$ cat src/rtl/dsp_group_feeder.sv
// Operand FIFO plus job FSM that feeds one DSP group and closes its cascade accumulation loop.
// Optional build macro DSP_FEEDER_SKIP_ZERO_EN: zero-valued operands are consumed without issuing a start.
module dsp_group_feeder #(
  parameter int unsigned DATA_WIDTH         = 8,
  parameter int unsigned ACCUM_WIDTH        = 48,
  parameter int unsigned SPARSE_INDEX_WIDTH = 1,
  parameter int unsigned FIFO_DEPTH         = 4,
  parameter int unsigned LEN_WIDTH          = 16
) (
  input  logic                          clk,
  input  logic                          rst,
  input  logic                          job_valid,
  output logic                          job_ready,
  input  logic [LEN_WIDTH-1:0]          job_len,
  input  logic                          op_valid,
  output logic                          op_ready,
  input  logic [DATA_WIDTH-1:0]         op_activation,
  input  logic [DATA_WIDTH-1:0]         op_weight,
  input  logic [SPARSE_INDEX_WIDTH-1:0] op_sparse_index,
  output logic [DATA_WIDTH-1:0]         dsp_activation,
  output logic [DATA_WIDTH-1:0]         dsp_weight,
  output logic [SPARSE_INDEX_WIDTH-1:0] dsp_sparse_index,
  output logic                          dsp_start,
  output logic [ACCUM_WIDTH-1:0]        dsp_cascade_in,
  input  logic [ACCUM_WIDTH-1:0]        dsp_cascade_out,
  input  logic [ACCUM_WIDTH-1:0]        dsp_output_data,
  output logic                          res_valid,
  input  logic                          res_ready,
  output logic [ACCUM_WIDTH-1:0]        res_data,
  output logic                          busy
);

  localparam int unsigned AW = $clog2(FIFO_DEPTH);
  localparam int unsigned EW = 2 * DATA_WIDTH + SPARSE_INDEX_WIDTH;
  localparam logic [AW:0] FULL_CNT = (AW + 1)'(FIFO_DEPTH);

  typedef enum logic [1:0] {IDLE, RUN, WAIT, RESULT} state_t;

  state_t                          state_q, state_d;
  logic [EW-1:0]                   mem_q [FIFO_DEPTH];
  logic [AW-1:0]                   wr_ptr_q, rd_ptr_q;
  logic [AW:0]                     count_q;
  logic [LEN_WIDTH-1:0]            rem_q, rem_d;
  logic                            first_q, first_d;
  logic                            first_issue_q;
  logic                            start_q;
  logic [DATA_WIDTH-1:0]           act_q, wgt_q;
  logic [SPARSE_INDEX_WIDTH-1:0]   sidx_q;
  logic [ACCUM_WIDTH-1:0]          res_data_q, res_data_d;

  logic                            push, pop, skip, issue;
  logic [EW-1:0]                   head;
  logic [DATA_WIDTH-1:0]           head_a, head_w;
  logic [SPARSE_INDEX_WIDTH-1:0]   head_s;

  assign op_ready = (count_q != FULL_CNT);
  assign push     = op_valid && op_ready;
  assign head     = mem_q[rd_ptr_q];
  assign head_a   = head[EW-1 -: DATA_WIDTH];
  assign head_w   = head[SPARSE_INDEX_WIDTH +: DATA_WIDTH];
  assign head_s   = head[SPARSE_INDEX_WIDTH-1:0];

`ifdef DSP_FEEDER_SKIP_ZERO_EN
  assign skip = (head_a == '0) || (head_w == '0);
`else
  assign skip = 1'b0;
`endif
  assign issue = pop && !skip;

  always_comb begin
    state_d    = state_q;
    rem_d      = rem_q;
    first_d    = first_q;
    res_data_d = res_data_q;
    pop        = 1'b0;
    unique case (state_q)
      IDLE: begin
        if (job_valid) begin
          if (job_len == '0) begin
            res_data_d = '0;
            state_d    = RESULT;
          end else begin
            rem_d   = job_len;
            first_d = 1'b1;
            state_d = RUN;
          end
        end
      end
      RUN: begin
        if (count_q != '0) begin
          pop   = 1'b1;
          rem_d = rem_q - 1'b1;
          if (!skip) first_d = 1'b0;
          if (rem_q == LEN_WIDTH'(1)) begin
            // A job whose operands were all skipped never touched the DSP: report zero directly.
            if (first_q && skip) begin
              res_data_d = '0;
              state_d    = RESULT;
            end else begin
              state_d = WAIT;
            end
          end
        end
      end
      WAIT: begin
        if (!start_q) begin
          res_data_d = dsp_output_data;
          state_d    = RESULT;
        end
      end
      RESULT: begin
        if (res_ready) state_d = IDLE;
      end
      default: state_d = IDLE;
    endcase
  end

  always_ff @(posedge clk) begin
    if (push) mem_q[wr_ptr_q] <= {op_activation, op_weight, op_sparse_index};
  end

  always_ff @(posedge clk or posedge rst) begin
    if (rst) begin
      state_q       <= IDLE;
      wr_ptr_q      <= '0;
      rd_ptr_q      <= '0;
      count_q       <= '0;
      rem_q         <= '0;
      first_q       <= 1'b0;
      first_issue_q <= 1'b0;
      start_q       <= 1'b0;
      act_q         <= '0;
      wgt_q         <= '0;
      sidx_q        <= '0;
      res_data_q    <= '0;
    end else begin
      state_q       <= state_d;
      rem_q         <= rem_d;
      first_q       <= first_d;
      res_data_q    <= res_data_d;
      start_q       <= issue;
      first_issue_q <= issue && first_q;
      if (push) wr_ptr_q <= wr_ptr_q + 1'b1;
      if (pop) begin
        rd_ptr_q <= rd_ptr_q + 1'b1;
        act_q    <= head_a;
        wgt_q    <= head_w;
        sidx_q   <= head_s;
      end
      unique case ({push, pop})
        2'b10:   count_q <= count_q + 1'b1;
        2'b01:   count_q <= count_q - 1'b1;
        default: count_q <= count_q;
      endcase
    end
  end

  // The first issue of a job starts a fresh accumulation; later issues chain through cascade_out.
  assign dsp_cascade_in   = first_issue_q ? '0 : dsp_cascade_out;
  assign dsp_activation   = act_q;
  assign dsp_weight       = wgt_q;
  assign dsp_sparse_index = sidx_q;
  assign dsp_start        = start_q;
  assign job_ready        = (state_q == IDLE);
  assign busy             = (state_q != IDLE);
  assign res_valid        = (state_q == RESULT);
  assign res_data         = res_data_q;

endmodule

$ cat config.mk
export PLATFORM = sky130hd
export DESIGN_NAME = dsp_group_feeder
export DESIGN_NICKNAME = d
export VERILOG_FILES = /design/src/rtl/dsp_group_feeder.sv
export SDC_FILE = /design/constraint.sdc
export NUM_CORES = 1
export LEC_CHECK = 0
export ABC_AREA = 1
export CAP_MARGIN = 20
export CORE_MARGIN = 3
export CORE_UTILIZATION = 45
export CTS_CLUSTER_DIAMETER = 40
export DETAILED_ROUTE_END_ITERATION = 16
export PLACE_DENSITY = 0.77
export SETUP_SLACK_MARGIN = 0.15
export SLEW_MARGIN = 40
export SYNTH_ARGS = -nofsm -noshare
export SYNTH_HDL_FRONTEND = slang
export SYNTH_SLANG_ARGS = --single-unit
$ cat constraint.sdc
create_clock -name clk -period 3.1 [get_ports clk]
set_input_delay 0.31 -clock clk [delete_from_list [all_inputs] [get_ports clk]]
set_output_delay 0.31 -clock clk [all_outputs]
set_load 0.05 [all_outputs]
; Word level (Yosys, flattened, before mapping)
; Memory sizes are Yosys's and may differ from the RTL's. A register that Yosys moved wholly into a read port is not among the register bits.
; Cells that the tools add are included.
[op_classes]
eq_ne = 14
n_mux = 25
n_reduce_logical = 12
addsub = 5
[ops]
columns = op, count
row1 = $mux W48, 4
row2 = $pmux W48 S2, 1
row3 = $mux W16, 3
row4 = $pmux W16 S2, 1
row5 = $eq A16 B1 Y1 const B, 1
row6 = $logic_not A16 Y1, 1
row7 = $sub A16 B1 Y16 const B, 1
row8 = $mux W2, 6
row9 = $ne A2 B2 Y1 const B, 5
row10 = $pmux W2 S4, 1
row11 = $reduce_and A4 Y1, 2
row12 = $reduce_bool A2 Y1, 4
row13 = $mux W1, 7
row14 = $eq A2 B2 Y1 const B, 3
row15 = $pmux W3 S2, 1
row16 = $reduce_and A5 Y1, 1
row17 = $add A2 B1 Y2 const B, 2
row18 = $eq A2 B1 Y1 const B, 2
row19 = $ne A2 B1 Y1 const B, 2
row20 = $add A3 B1 Y3 const B, 1
row21 = $ne A3 B3 Y1 const B, 1
row22 = $reduce_bool A3 Y1, 1
row23 = $sub A3 B1 Y3 const B, 1
row24 = $logic_and A1 B1 Y1, 2
row25 = other kinds (2), 2
[word_totals]
regBits = 76
wordCells = 66
memories = 1
mem_bits_rw = 68
output_inout_bits = 118
input_bits = 134
[mem_list]
columns = memory, depth, word_bits, rd, rd_clocked_by_memory_dff, wr, line_no
row1 = mem_q, 4, 17, 1, 1, 1, 40  ; logic [EW-1:0] mem_q [FIFO_DEPTH];

; Depth between registers and ports, before layout
[depth]
depth_word = 5
depth_mapped = 11
depth_no_buf = 10

; Least setup slack after synthesis
; Ideal clock, no wire load.
[synth_path]
path_kind = flip-flop to flip-flop
startpoint = reg state_q[1]
endpoint = reg count_q[2]
setup_time_ns = 0.131
n_path_buf = 1
arrival_time_ns = 2.326
required_time_ns = 2.969
stages_incl_launch_ff = 12
setup_slack_ns = 0.643
synth_period_minus_slack_ns = 2.457
cell_sequence = dfrtp_1 inv_1 ha_1 inv_1 a21oi_2 clkbuf_1 ha_1 inv_1 fa_1 a21oi_1 o21ai_0 xor2_1
[synth_via]
elab_chain_cells = 4
elab_cells_between_ends = 6
cone_classes = eq/ne (3) / mux (2) / reduce/logical (1)
[synth_rtl]
columns = element, line_no
row1 = "start, declared", 39  ; state_t state_q, state_d;
row2 = "start signal, assigned", 137  ; state_q <= state_d;
row3 = $eq A2 B1 Y1 *, 76  ; unique case (state_q)
row4 = $mux W1 *, 76
row5 = net issue, 51  ; logic push, pop, skip, issue;
row6 = $eq A2 B1 Y1 or $eq A2 B2 Y1 (tied branches), 150  ; unique case ({push, pop})
row7 = $pmux W3 S2 or $reduce_bool A2 Y1 (tied branches), n/a
row8 = "end signal, assigned", 151  ; 2'b10: count_q <= count_q + 1'b1;
row9 = "end signal, assigned", 152  ; 2'b01: count_q <= count_q - 1'b1;
row10 = "end signal, assigned", 153  ; default: count_q <= count_q;
row11 = "end, declared", 42  ; logic [AW:0] count_q;
; Mark *: on every way through the listed nets, which the timed path passes. The rest lies on a longest branch.
; A chain may end at the register's enable or synchronous reset.

; Final worst setup path
[layout_path]
startpoint = reg state_q[0]
endpoint = out busy
[layout_via]
elab_chain_cells = 1
[layout_rtl]
columns = element, line_no
row1 = $reduce_bool A2 Y1, 165  ; assign busy = (state_q != IDLE);
row2 = "end, declared", 30  ; output logic busy
; Every way passes these cells.

==> impl_metrics.tcl <==
set metrics [dict create \
    remaining_drc_errors 0 \
    placedCellCount 1344 \
    setup_ws_final_ns 0.6962 \
    hold-worst-slack_ns 0.2833 \
    finalCoreUtilization 0.6585 \
    detail_route.wirelength_um 21720 \
    worst_path_largest_cell_delay_ns 0.80 \
    postSynth.asyncResetShare 0.5776 \
    slew_headroom 0.5944 \
    finalSetupTns_ns 0 \
    setup.worst_path.start "state_q[0]$_DFFE_PP0P_" \
    grt_start_max_net_pins 59 \
    rsz0062_at_grt "no" \
    initial_utilization 0.4624 \
    ctsLongestPathBuffers 2 \
    worstHoldPathType "primary input to async pin" \
    worstPathArrival_ns 2.09 \
    power_frac_comb 0.548 \
    numCtsBuffers 17 \
    later_pin_clock_latency_in_the_skew_report_ns 0.42 \
    drive_above_1_share 0.04585 \
    cp_slowest_cell "clkdlybuf4s50_1" \
    io_buffers 251 \
    status "complete, no violations" \
    ioPinCount 252 \
    yosysTopAreaCell "dfrtp_1" \
    worstSetupEndpointType "primary output" \
    ys_top_cells_by_count "nand2_1 (245), nor2_1 (178), dfrtp_1 (93)" \
    area.growth.synth_to_final_pct 42.42 \
    n_fill_cell 1369 \
    cts.sinks 161 \
    instances_no_fill 1378 \
    syn-cell-area_sq_mm 0.007722 \
    dpl_worst_slack_ns 0.8855 \
    post_cts_buffers 0 \
    ys_seq_area_frac 0.5658 \
    post-route-period-util 0.7754 \
    coreArea_sq_mm 0.01670 \
    cts_htree_levels 4 \
    cts_hold_buf 0 \
    synth-seq-cells 161 \
    grt.overflow.total 0 \
    power_leakage_nw 4.898 \
    vias 6851 \
    startpoint_type "flip-flop" \
    firstDrtPassIters 6 \
    post_synth_num_cell_types 32 \
    via_per_inst 4.972 \
    die_h_um 137 \
    cts_tree "yes" \
    fp.dieArea_sq_mm 0.01877 \
    grt_first_pass_wirelength_um 32190 \
    detail_route.iter0.violations 469 \
    placed_cell_area_sq_mm 0.01044 \
    timing_worst_setup_path_type "flip-flop to primary output" \
    timing.clock.skew_ns 0.008215 \
    synth_edf_count 68 \
    power.switching_fraction 0.4831 \
    total_switching_power_mw 5.824 \
    cap_viol_max_count 0 \
    synth.most_common_cell "nand2_1" \
    critical_path.reg2reg.startpoint "state_q[1]$_DFFE_PP0P_" \
    grt_antenna_before_repair 2 \
    dieWidth_um 137 \
    synth_ff_type "dfrtp_1" \
    slew_viols_final 0 \
    hold_violations 0 \
    fmax_mhz 416.0 \
    first_global_vias 6351 \
    floorplan.rows 47 \
    period_minus_slack_ns 2.404 \
    power.share.sequential 0.290 \
    power.density_cell_area_mw_per_mm2 1096 \
    synth_top_cell_area_share 0.3014 \
    postRouteAntennaNets 0 \
    worst_setup_hold_path_clk_slew_ns 0.06 \
    max-vdd-ir-drop_v 0.0005161 \
    cp_max_fo 5 \
    power.share.clock 0.162 \
    post-route-cell-area_sq_mm 0.01100 \
    netlist_top_cells_area "dfrtp_1 (30%), edfxtp_1 (26%), nand2_1 (12%)" \
    worst_ep_required_time_ns 2.79 \
    synthCells 902 \
    detail_route.wl_per_cell_um 15.76 \
    overall_power_after_layout_mw 12.05 \
    grt.total_usage 0.2229 \
    worst-slew-pin-transition_ns 0.6065 \
    postSynthAreaPerCell_sq_um 8.561 \
    timing.critical_path.cells "inv_1, ha_1, inv_2, clkdlybuf4s50_1" \
    nNetsFinal 1289 \
    cts_resized 0 \
    clock_root_cell "clkbuf_16" \
    syn-num-nets 1048 \
    dpl.hpwl_um 15350 \
    internal-power_mw 6.230 \
    globalplace.congestion 0.8829 \
    setup_viol 0 \
    reg2reg_slack_ns 0.88 \
    yosys_warnings 0 \
]
==> routing by layer <==
metal  share of wire  global-route usage  vias to the layer above
li1                -                   -                     3330
met1            0.36              0.2376                     3188
met2            0.53              0.4038                      269
met3           0.073             0.05735                       64
met4           0.039              0.1147                        0
met5               0                   0                        -
==> logic make-up (layout without fill, tap and decap cells) <==
| logic type | after synthesis | count (layout) | share of synthesized area |
|---|---|---|---|
| compound gates | 79 | 79 | 0.05525 |
| xor+xnor | 4 | 4 | 0.004537 |
| fa+ha+maj | 12 | 12 | 0.02041 |
| buf+inv | 138 | 392 | 0.07502 |
| flops | 161 | 161 | 0.5658 |
| other cells | 0 | 2 | 0 |
| simple gates | 508 | 508 | 0.2790 |
==> cell type report <==
type | count | area (sq um) | share of cell area
Antenna cell | 2 | 5.005 | 0.0004551
Clock inverter | 7 | 51.30 | 0.004664
Inverter | 95 | 359.1 | 0.03265
Clock buffer | 25 | 506.7 | 0.04608
Multi-Input combinational cell | 603 | 2801 | 0.2547
Sequential cell | 161 | 4369 | 0.3973
Tap cell | 220 | 275.3 | 0.02503
Timing Repair Buffer | 265 | 2630 | 0.2391
==> cells in the final DEF (no fill, tap or decap), types with 2 or more instances in the layout <==
master	n
clkinv_2	2
nor2_1	178
nand3_1	25
clkbuf_1	4
xor2_1	3
a31oi_1	17
nand4_1	2
nand2_1	245
clkbuf_16	18
clkdlybuf4s50_1	251
edfxtp_1	68
or2_1	3
clkbuf_8	3
inv_2	2
clkinv_4	2
o21ai_0	50
clkinvlp_4	2
o21ai_1	7
nor2_4	2
dfrtp_1	93
diode_2	2
ha_1	10
a21oi_1	2
nor3_1	2
nand3b_1	48
buf_4	13
inv_1	91
==> power groups by stage <==
stage | Sequential, mW | Combinational [mW] | Clock (mW)
after floorplan | 4.86 | 3.06 | 0
after global placement | 3.51 | 6.49 | 0
after detailed placement | 3.52 | 6.61 | 0
after CTS | 3.49 | 6.64 | 1.99
after global routing | 3.58 | 7.10 | 2.08
final | 3.50 | 6.60 | 1.95
==> worst paths after layout <==
kind | cells after the start | endpoint
max in group asynchronous | 3 | res_data[17]$_DFFE_PP0P_
min | 2 | rem_q[8]$_DFFE_PP0P_
max | 4 | busy
max reg2reg | 10 | count_q[2]$_DFFE_PP0P_
min reg2reg | 2 | res_data[15]$_DFFE_PP0P_
min in group clk | 2 | res_data[15]$_DFFE_PP0P_
==> critical path, delay by kind of cell, from the launching register on <==
kind                     cells  cell delay, ns
flip-flops                   1            0.39
buffers and inverters        3            0.99
adder cells (fa/ha/maj)      1            0.29
==> state kept, by name (all words and copies together), names as in the netlist, 2 cells and up <==
signal and flops:
mem_q 68, rem_q 16, wr_ptr_q 2, count_q 3
res_data 48, state_q 2, dsp_weight 8, rd_ptr_q 2
dsp_activation 8
No activity file was read; power rests on OpenSTA's default activity.
==> patch 1 (config.mk and constraints unchanged) <==
The parameter `FIFO_DEPTH` goes from 4 to 8.
--- a/src/rtl/dsp_group_feeder.sv
+++ b/src/rtl/dsp_group_feeder.sv
@@ -4,7 +4,7 @@
   parameter int unsigned DATA_WIDTH         = 8,
   parameter int unsigned ACCUM_WIDTH        = 48,
   parameter int unsigned SPARSE_INDEX_WIDTH = 1,
-  parameter int unsigned FIFO_DEPTH         = 4,
+  parameter int unsigned FIFO_DEPTH         = 8,
   parameter int unsigned LEN_WIDTH          = 16
 ) (
   input  logic                          clk,
Check against the original RTL: not equivalent (a bounded check fails within 10 cycles, from zero or initial values and one cycle with rst high).
==> patch 1 against the original RTL <==
- cell area rose by 33%
- sequential cell count up 71
- largest cell class unchanged
- maximum frequency shrank 7.3%
- total power rose by 34%
- die area is 35% higher
- routed wire length rose by 32%
- synthesized area up 37%
- combinational power is 14% higher
- setup slack got worse by 190 ps
==> patch 1: results (changes against the original RTL) <==
Status: completed
Initial antenna violation count: 0 (-2)
Crit path DAT: 2280 ps (+190 ps)
Commonest cells post-synth: 301 x nand2_1, 193 x nor2_1, 136 x edfxtp_1, 96 x dfrtp_1, 88 x inv_1
Detailed Route WL: 28.8 mm (+32%)
Routed WL per cell: 16.7 um (+6.2%)
Synth Area in XOR/XNOR: 0.497% (+0.043 points)
Fraction of area in clock buffers and inverters: 8.13% (+3.1 points)
Post-synth ARST share: 41.4% (-16 points)
Worst-path clk slew: 40 ps (-20 ps)
Pwr Density: 1100 nW/um2 (+0.78%)
Final net count: 1525 (+18%)
Slowest Stage Delay on Critical Path: 820 ps (+20 ps)
Leak: 6.20 nW (+27%)
Sw Pwr: 7.08 mW (+22%)
Iter 0 DRT Violations: 576 (+23%)
Fraction of area in multi-input gates: 23.9% (-1.6 points)
Register area share after synthesis: 61.3% (+4.8 points)
Synthesized-area fraction occupied by adder cells: 1.30% (-0.74 points)
GPL Wtd Cong: 0.851 (-3.6%)
Layout fillers: 1806 (+32%)
Top cells by area, synth: edfxtp_1 39%, dfrtp_1 23%, nand2_1 11%, nor2_1 6.9%, o21ai_0 4.0%
#MultiIn Comb: 748 (+24%)
First-pass GRT wire length: 44.9 mm (+39%)
Net count after synthesis: 1273 (+21%)
VDD IR max: 0.531 mV (+2.9%)
Register share of total power: 29.1% (about the same)
Number of global-route vias before repair: 8432 (+33%)
Max FO, Critical Path: 27 (+22)
Worst skew pair latency: 500 ps (+80 ps)
Met2 usage: 39.5% (-0.88 points)
Post-DP Area: 13400 um2 (+29%)
Detailed-route via count: 8754 (+28%)
Slew headroom: 53.0% (-6.4 points)
Area occupied by multi-input gates: 3490 um2 (+25%)
==> patch 1: critical path, delay by kind of cell, from the launching register on <==
kind | cells | cell delay [ps]
DFF | 1 | 560
buffers and inverters | 2 | 1100
and+or+nand+nor | 1 | 130
==> patch 1: path summary, 6_finish.rpt <==
check                                                end  cells after the start  slack, ps
setup / recovery                      dsp_cascade_in[35]                      3        510
hold / removal                  res_data[44]$_DFFE_PP0P_                      2        230
setup reg to reg                   mem_q[3][0]$_DFFE_PP_                      7        870
hold reg to reg                  res_data[1]$_DFFE_PP0P_                      2        470
max in group asynchronous  dsp_activation[1]$_DFFE_PP0P_                      3       2170
min in group clk                res_data[35]$_DFFE_PP0P_                      4        440
==> patch 1: logic make-up after synthesis <==
group,after synthesis
simple gates,603
compound gates,128
buf+inv,148
xor+xnor,6
fa+ha+maj,11
flops,232
==> patch 2 (same settings) <==
Made on the original files. `res_data_q` no longer has a reset.
--- a/src/rtl/dsp_group_feeder.sv
+++ b/src/rtl/dsp_group_feeder.sv
@@ -132,12 +132,10 @@
       act_q         <= '0;
       wgt_q         <= '0;
       sidx_q        <= '0;
-      res_data_q    <= '0;
     end else begin
       state_q       <= state_d;
       rem_q         <= rem_d;
       first_q       <= first_d;
-      res_data_q    <= res_data_d;
       start_q       <= issue;
       first_issue_q <= issue && first_q;
       if (push) wr_ptr_q <= wr_ptr_q + 1'b1;
@@ -155,6 +153,10 @@
     end
   end
 
+  always_ff @(posedge clk) begin
+    res_data_q <= res_data_d;
+  end
+
   // The first issue of a job starts a fresh accumulation; later issues chain through cascade_out.
   assign dsp_cascade_in   = first_issue_q ? '0 : dsp_cascade_out;
   assign dsp_activation   = act_q;
Check against the original RTL: same outputs for any inputs over 4 cycles, from zero or initial values and one cycle with rst high; that may be too few to reach the edited logic, so the function may still have changed.
==> patch 2 against the original RTL <==
- total power fell by 17%
- sequential share of layout area rose by 3.6 points
- synthesized area fell by 5.1%
- sequential cell count did not move
- setup slack got worse by 260 ps
- sequential power fell by 5.7%
- combinational power fell by 27%
- cell area fell by 3.4%
- routed wire length fell by 11%
- largest cell class unchanged
- highest routed layer unchanged
==> patch 2: results (changes against the original RTL) <==
Initial antenna violation count: 0 (-2)
Total GRT Usage: 21.4% (-0.88 points)
Worst skew pair latency: 420 ps (about the same)
Routed WL per cell: 15.3 um (-3.1%)
Commonest cells post-synth: 179 x nor2_1, 140 x nand2_1, 134 x inv_1, 116 x edfxtp_1, 53 x o21ai_0
Num CTS Buffers: 17 (unchanged)
Htree depth: 4 (unchanged)
Top cells by area, synth: edfxtp_1 48%, dfrtp_1 15%, nor2_1 9.2%, nand2_1 7.2%, inv_1 6.9%
Slew headroom: 54.7% (-4.8 points)
Worst-path clk slew: 60 ps (about the same)
ANT cells: 0 (-2)
Vias/cell: 4.75 (-4.4%)
Mapped Cells: 785 (-13%)
Status: completed
Post-DP Area: 10100 um2 (-3.2%)
Number of global-route vias before repair: 5826 (-8.3%)
Pin count of the biggest net entering global routing: 49 (-17%)
# port buffers: 251 (unchanged)
Pre-CTS setup slack: 869 ps (-16.9 ps)
Ys flop type: edfxtp_1
Post-CTS setup buffers: 0 (unchanged)
Max FO, Critical Path: 25 (+20)
Synth Warn #: 0 (unchanged)
Leak: 4.71 nW (-3.9%)
DP HPWL: 14.0 mm (-8.6%)
Maximum clock path buffer count: 2 (unchanged)
Hold crit path type: input port to async pin
Iter 0 DRT Violations: 416 (-11%)
Unique masters post-synth: 30 (-6.3%)
Worst Skew: 9.73 ps (+1.51 ps)
GPL Wtd Cong: 0.888 (+0.53%)
Post-synth EDFFs: 116 (+71%)
First-pass GRT wire length: 29.6 mm (-8.2%)
Top reg by flops: mem_q
Slew Limit Fails: 0 (unchanged)
VDD IR max: 0.674 mV (+31%)
Register area share after synthesis: 62.9% (+6.3 points)
Final cell count without fillers: 1268 (-8.0%)
Post-synth ARST share: 28.0% (-30 points)
Share of cells above drive strength 1: 5.32% (+0.74 points)
Net count after synthesis: 931 (-11%)
Router iterations before antenna repair: 5 (-1)
Max reg flops: 68 (unchanged)
Cts repair resizes: 0 (unchanged)
Dpl cells: 1236 (-8.0%)
Clock tree root buffer cell: clkbuf_16
[patch 2: cell count changes in the layout (fill, tap and decap cells not counted), sizes merged, moves of 4 or more]
| cell | unedited run | this run |
|---|---|---|
| inv | 95 | 141 |
| dfrtp | 93 | 45 |
| nand3b | 48 | 2 |
| edfxtp | 68 | 116 |
| nand2 | 246 | 141 |
| clkbuf | 25 | 21 |
[patch 2: power breakdown]
group	total, mW	internal, mW	switching [mW]	leakage, nW
Combinational	4.82	1.56	3.26	2.84
Sequential	3.30	2.94	0.362	1.60
Clock	1.92	1.10	0.820	0.262
Total	10.0	5.60	4.44	4.71
[patch 2: cell families (layout without fill, tap and decap cells)]
| kind of cell | Yosys count | in the layout | synth area share (%) |
|---|---|---|---|
| buf+inv | 169 | 436 | 9.03 |
| fa+ha+maj | 12 | 12 | 2.15 |
| flops | 161 | 161 | 62.9 |
| compound gates | 83 | 83 | 6.10 |
| simple gates | 356 | 356 | 19.3 |
| xor+xnor | 4 | 4 | 0.478 |
[patch 2: critical path: stages (launching register included)]
cell and delay, ps:
dfrtp_1 780, buf_4 370, nor2_1 80, clkdlybuf4s50_1 710
[patch 2: routing by layer]
metal  GRT usage [%]  part of all wire [%]
met5               0                     0
met4            8.57                   2.7
met3            5.70                   8.0
met2            39.1                    53
met1            23.7                    36
[patch 2: worst paths after layout]
path | start | end | slack, ps | cells after the start
worst min-delay path | rst | dsp_activation[6]$_DFFE_PP0P_ | 230 | 2
worst max-delay path | first_issue_q$_DFF_PP0_ | dsp_cascade_in[34] | 440 | 3
worst max register to register | state_q[1]$_DFFE_PP0P_ | res_data[36]$_SDFFCE_PP0P_ | 1020 | 7
worst min register to register | first_q$_DFFE_PP0P_ | first_q$_DFFE_PP0P_ | 490 | 2
min in group clk | first_q$_DFFE_PP0P_ | first_q$_DFFE_PP0P_ | 490 | 2
max in group asynchronous | rst | first_issue_q$_DFF_PP0_ | 2260 | 3
[patch 2: cell type report]
| type | instances | area, um2 |
|---|---|---|
| fill | 1274 | 5260 |
| sequential | 161 | 4610 |
| timing repair buffer | 264 | 2620 |
| multi-input combinational | 455 | 2070 |
| inverter | 140 | 526 |
| clock buffer | 21 | 440 |
| tap | 216 | 270 |
| clock inverter | 11 | 92.6 |
